[src/rtl/regfile_pkg.sv]
// regfile_pkg: shared widths and zero constants for the rename register file.
package regfile_pkg;
   localparam int REG_WIDTH  = 5;
   localparam int DATA_WIDTH = 32;
   localparam int ROB_WIDTH  = 4;
   localparam int REG_NUM    = 32;
   localparam logic [DATA_WIDTH-1:0] ZERO_DATA = '0;
   localparam logic [ROB_WIDTH-1:0]  ZERO_ROB  = '0;
endpackage

[src/rtl/regfile_read_port.sv]
// regfile_read_port: one operand query with same-cycle commit forwarding and rename masking.
module regfile_read_port
   import regfile_pkg::*;
#(
   parameter int DATA_W = DATA_WIDTH,
   parameter int ROB_W  = ROB_WIDTH
) (
   input  logic                 rdy_in,
   input  logic                 commit_enable,
   input  logic [REG_WIDTH-1:0] commit_des,
   input  logic [DATA_W-1:0]    commit_value,
   input  logic [ROB_W-1:0]     commit_reorder,
   input  logic [REG_WIDTH-1:0] req,
   input  logic [DATA_W-1:0]    reg_value,
   input  logic                 reg_busy,
   input  logic [ROB_W-1:0]     reg_tag,
   output logic [DATA_W-1:0]    value,
   output logic [ROB_W-1:0]     rename,
   output logic                 if_rename
);
   logic nonzero, fwd;
   always_comb begin
      nonzero   = req != '0;
      fwd       = rdy_in & commit_enable & (commit_des == req) & nonzero;
      value     = !nonzero ? '0 : fwd ? commit_value : reg_value;
      // a committing producer whose tag still owns the register releases it this cycle
      if_rename = nonzero & reg_busy & ~(fwd & (reg_tag == commit_reorder));
      rename    = if_rename ? reg_tag : '0;
   end
endmodule

[src/rtl/regfile.sv]
// regfile: architectural registers with per-register ROB rename tags,
// commit retirement, flush of all tags and two forwarding read ports.
module regfile
   import regfile_pkg::*;
#(
   parameter int REG_NUM = regfile_pkg::REG_NUM,
   parameter int DATA_W  = DATA_WIDTH,
   parameter int ROB_W   = ROB_WIDTH
) (
   input  logic                 clk_in,
   input  logic                 rst_in,
   input  logic                 rdy_in,
   input  logic [REG_WIDTH-1:0] rs1_request,
   input  logic [REG_WIDTH-1:0] rs2_request,
   output logic [DATA_W-1:0]    rs1_value,
   output logic [DATA_W-1:0]    rs2_value,
   output logic [ROB_W-1:0]     rs1_rename,
   output logic [ROB_W-1:0]     rs2_rename,
   output logic                 rs1_if_rename,
   output logic                 rs2_if_rename,
   input  logic                 rename_enable,
   input  logic [REG_WIDTH-1:0] rename_rd,
   input  logic [ROB_W-1:0]     rename_reorder,
   input  logic                 commit_enable,
   input  logic [REG_WIDTH-1:0] commit_des,
   input  logic [DATA_W-1:0]    commit_value,
   input  logic [ROB_W-1:0]     commit_reorder,
   input  logic                 flush_in
);
   logic [DATA_W-1:0]  value_q [REG_NUM];
   logic [DATA_W-1:0]  value_d [REG_NUM];
   logic [ROB_W-1:0]   tag_q   [REG_NUM];
   logic [ROB_W-1:0]   tag_d   [REG_NUM];
   logic [REG_NUM-1:0] busy_q, busy_d;
   logic               commit_hit, rename_hit;

   always_comb begin
      value_d    = value_q;
      busy_d     = busy_q;
      tag_d      = tag_q;
      commit_hit = rdy_in & commit_enable & (commit_des != '0);
      rename_hit = rdy_in & rename_enable & (rename_rd != '0) & ~flush_in;
      if (commit_hit) begin
         value_d[commit_des] = commit_value;
         if (busy_q[commit_des] && tag_q[commit_des] == commit_reorder) busy_d[commit_des] = 1'b0;
      end
      if (rdy_in && flush_in) begin
         busy_d = '0;
         for (int i = 0; i < REG_NUM; i++) tag_d[i] = '0;
      end
      // rename after commit so a same-register rename keeps the register busy
      if (rename_hit) begin
         busy_d[rename_rd] = 1'b1;
         tag_d[rename_rd]  = rename_reorder;
      end
   end

   always_ff @(posedge clk_in or negedge rst_in) begin
      if (!rst_in) begin
         value_q <= '{default: '0};
         busy_q  <= '0;
         tag_q   <= '{default: '0};
      end else begin
         value_q <= value_d;
         busy_q  <= busy_d;
         tag_q   <= tag_d;
      end
   end

   regfile_read_port #(.DATA_W(DATA_W), .ROB_W(ROB_W)) u_rs1 (
      .rdy_in        (rdy_in),
      .commit_enable (commit_enable),
      .commit_des    (commit_des),
      .commit_value  (commit_value),
      .commit_reorder(commit_reorder),
      .req           (rs1_request),
      .reg_value     (value_q[rs1_request]),
      .reg_busy      (busy_q[rs1_request]),
      .reg_tag       (tag_q[rs1_request]),
      .value         (rs1_value),
      .rename        (rs1_rename),
      .if_rename     (rs1_if_rename)
   );

   regfile_read_port #(.DATA_W(DATA_W), .ROB_W(ROB_W)) u_rs2 (
      .rdy_in        (rdy_in),
      .commit_enable (commit_enable),
      .commit_des    (commit_des),
      .commit_value  (commit_value),
      .commit_reorder(commit_reorder),
      .req           (rs2_request),
      .reg_value     (value_q[rs2_request]),
      .reg_busy      (busy_q[rs2_request]),
      .reg_tag       (tag_q[rs2_request]),
      .value         (rs2_value),
      .rename        (rs2_rename),
      .if_rename     (rs2_if_rename)
   );
endmodule

[config.mk]
export PLATFORM = sky130hd
export DESIGN_NAME = regfile
export DESIGN_NICKNAME = d
export VERILOG_FILES = /design/src/rtl/regfile_pkg.sv /design/src/rtl/regfile_read_port.sv /design/src/rtl/regfile.sv
export SDC_FILE = /design/constraint.sdc
export NUM_CORES = 2
export LEC_CHECK = 0
export ABC_AREA = 1
export CELL_PAD_IN_SITES_DETAIL_PLACEMENT = 1
export CELL_PAD_IN_SITES_GLOBAL_PLACEMENT = 2
export CORE_MARGIN = 2
export CORE_UTILIZATION = 37
export DETAILED_ROUTE_END_ITERATION = 6
export PLACE_DENSITY = 0.78
export SLEW_MARGIN = 25
export SYNTH_ARGS = -nofsm -noshare
export SYNTH_HDL_FRONTEND = slang
export SYNTH_SLANG_ARGS = --single-unit
[constraint.sdc]
create_clock -name clk_in -period 2.91 [get_ports clk_in]
set_input_delay 0.582 -clock clk_in [delete_from_list [all_inputs] [get_ports clk_in]]
set_output_delay 0.582 -clock clk_in [all_outputs]
set_load 0.02 [all_outputs]
==> impl_metrics.env <==
export IMPL_worstMarginPinSlew_ns=0.853
export IMPL_cts_tree="built"
export IMPL_pwr_density_cell_nw_per_um2=569
export IMPL_postSynthCellCount=9284
export IMPL_dieHeight_microns=430
export IMPL_regToRegStartpoint="tag_q[83]$_DFF_PN0_"
export IMPL_ys_seq_area_frac=0.440
export IMPL_postRouteAntennaNets=0
export IMPL_clk_pin_slew_ns=0.06
export IMPL_wl_mm=372
export IMPL_cp_end_kind="output pin"
export IMPL_cp_start_kind="input pin"
export IMPL_skew_ns=0.0297
export IMPL_final_nets=9927
export IMPL_syn_area_sq_um=67300
export IMPL_synthTopCellsByArea="dfrtp_1 44%, o21ai_0 16%, nand2_1 9.2%"
export IMPL_wl_per_cell_microns=30.1
export IMPL_ff2ff_setup_slack_ns=0.53
export IMPL_overflow=0
export IMPL_worstPathRequired_ns=2.33
export IMPL_holdWs_ns=0.365
export IMPL_final_period_utilization=1.11
export IMPL_status="finished with violations"
export IMPL_dp_hpwl_mm=233
export IMPL_fin_cells=12400
export IMPL_yosysTopAreaCellShare=0.440
export IMPL_place_inst=11800
export IMPL_clockBufferDepth=3
export IMPL_min_path_type="input pin to async pin"
export IMPL_critPathKind="input pin to output pin"
export IMPL_ys_seq_elements=1184
export IMPL_setup_viol=74
export IMPL_firstDrtPassIters=6
export IMPL_htreeDepth=4
export IMPL_layout_drive_gt1_share=0.209
export IMPL_ys_warn_count=0
export IMPL_yosys_cell_types_count=38
export IMPL_grt_use_total=0.381
export IMPL_final_setup_worst_slack_ns=-0.317
export IMPL_ff2ff_path_depth=17
export IMPL_cp_max_fo=8
export IMPL_gp_congestion=0.939
export IMPL_grt_pass1_vias=76500
export IMPL_finalPower_mw=51.7
export IMPL_drtIter0Drc=8371
export IMPL_avgViaCountPerCell=6.19
export IMPL_min_period_ns=3.23
export IMPL_p_leak_nw=40.3
export IMPL_yosys_area_top_type="dfrtp_1"
export IMPL_synth_common_cells="2108 x o21ai_0, 1657 x nand2_1, 1184 x dfrtp_1, 880 x a21oi_1, 814 x nand3_1"
export IMPL_fin_util=0.502
export IMPL_io_buffers=139
export IMPL_antenna_found_initial=18
export IMPL_synth_async_sr_flop_share=1.00
export IMPL_io_pins=140
export IMPL_max_slew_margin=0.431
export IMPL_synth_nets=9350
export IMPL_clk_latency_ns=0.83
export IMPL_synth_ff_type="dfrtp_1"
export IMPL_critPathArrivalTime_ns=2.65
export IMPL_dieArea_sq_um=185000
export IMPL_r2r_end="busy_q[28]$_DFF_PN0_"
export IMPL_die_x_microns=430
export IMPL_syn_to_final_growth_pct=34.9
export IMPL_rows=156
export IMPL_drc=0
export IMPL_synth_edf_count=0
export IMPL_cts_root_buf="clkbuf_16"
export IMPL_rsz0062_at_grt="yes"
export IMPL_core_region_area_sq_um=181000
export IMPL_start_util=0.372
export IMPL_maxCapViolCount=0
export IMPL_slew_violations=0
export IMPL_finalHoldViolCount=0
export IMPL_synth_most_common_cell="o21ai_0"
export IMPL_violations="negative setup slack"
export IMPL_fmax_mhz=310
export IMPL_avgSynthCellArea_sq_um=7.25
export IMPL_grt_pass1_wl_mm=525
export IMPL_cts_buffers=147
export IMPL_cts_sinks=1184
export IMPL_grt_max_degree=125
export IMPL_ir_drop_mv=0.463
export IMPL_vias=76600
-- report_power, final --
part,switching [mW],internal [mW]
sequential,1.37,18.7
combinational,7.19,4.28
clock,8.14,12.0
total,16.7,35.0
-- stage by stage --
stage | worst slack (ns) | setup TNS, ns | instance area, sq um
after detailed placement | -1.40 | -285.25 | 78300
after CTS | -0.270 | -13.40 | 87100
after global routing | -0.406 | -19.27 | 90800
after global placement | -1.47 | -248.68 | 78300
final | -0.317 | -14.52 | 90800
after floorplan | 0.194 | 0 | 67300
-- logic make-up after synthesis --
kind of cell | count (synthesis) | share of synthesized area
AO/OA/AOI/OAI | 3380 | 0.266
XOR/XNOR | 6 | 0.000781
buffers and inverters | 1523 | 0.0960
flip-flops | 1184 | 0.440
AND/OR/NAND/NOR | 3191 | 0.197
-- worst max path at each step --
stage	start	to	slack (ns)	cells past startpoint
after floorplan	rs2_request[0]	rs2_rename[0]	0.19	16
after global placement	rdy_in	rs1_value[3]	-1.47	13
after detailed placement	rdy_in	rs1_value[3]	-1.40	13
after CTS	value_q[4]$_DFFE_PN0P_	rs2_value[4]	-0.27	10
after global routing	busy_q[31]$_DFF_PN0_	rs1_rename[1]	-0.41	12
final	rs1_request[0]	rs1_value[8]	-0.32	14
-- layout by cell type (no fill, tap or decap), types with 31 or more instances in the layout --
cell                n
a21oi_1           767
buf_6             119
clkdlybuf4s50_1    47
inv_1             561
nand3_1           676
clkinv_2           37
nor2_4             32
o21ai_0          1853
o21ai_1           292
nand3_2           126
inv_2              38
dfrtp_1          1183
o2111ai_2          68
buf_4             725
buf_16             59
nand2_2            36
o2111ai_4          31
clkbuf_16         189
nand4_1            39
nand2_1          1611
o211ai_1          194
a21oi_2           108
clkbuf_8           34
buf_12            276
nor2_1            610
-- flip-flops by register name (all words and copies together), names as in the netlist --
register,flops
value_q,1024
busy_q,32
tag_q,128
-- critical path: stages --
cell and delay, ns:
buf_16 0.16, buf_16 0.19, buf_12 0.15, buf_16 0.15, buf_4 0.15, a21oi_1 0.17, o21ai_1 0.14, nand3_1 0.13
nand3_2 0.12, o2111ai_4 0.14, nand3_2 0.12, o211ai_1 0.17, inv_1 0.08, buf_4 0.16
-- routing by layer --
metal  routed length [microns]  vias to the layer above  track usage
met5                        48                        -            0
met4                     26200                        8        0.226
met3                     30400                     1111       0.0579
met2                    168000                     3823        0.603
met1                    148000                    39000        0.493
li1                          -                    32700            -
-- area by class of cell --
type,count,area [sq um]
fillers,21400,89900
multi-input cells,6577,34000
flip-flops and latches,1184,29600
repair buffers,1316,16300
clock buffers,204,4340
well taps,2370,2970
inverters,630,2530
clock inverters,66,876
repair inverters,5,90.1
diodes,9,22.5
-- what timing repair did --
| action | 4_1_cts | 5_1_grt |
|---|---|---|
| pin swaps | 128 | 233 |
| endpoints found under the hold margin | 51 | 0 |
| cloned | 37 | 44 |
| buffers inserted | 63 | 108 |
| endpoints found under the setup margin | 74 | 74 |
| hold buffers | 1 | 0 |
| gates resized for setup | 831 | 642 |
(Power assumes the default switching activity.)
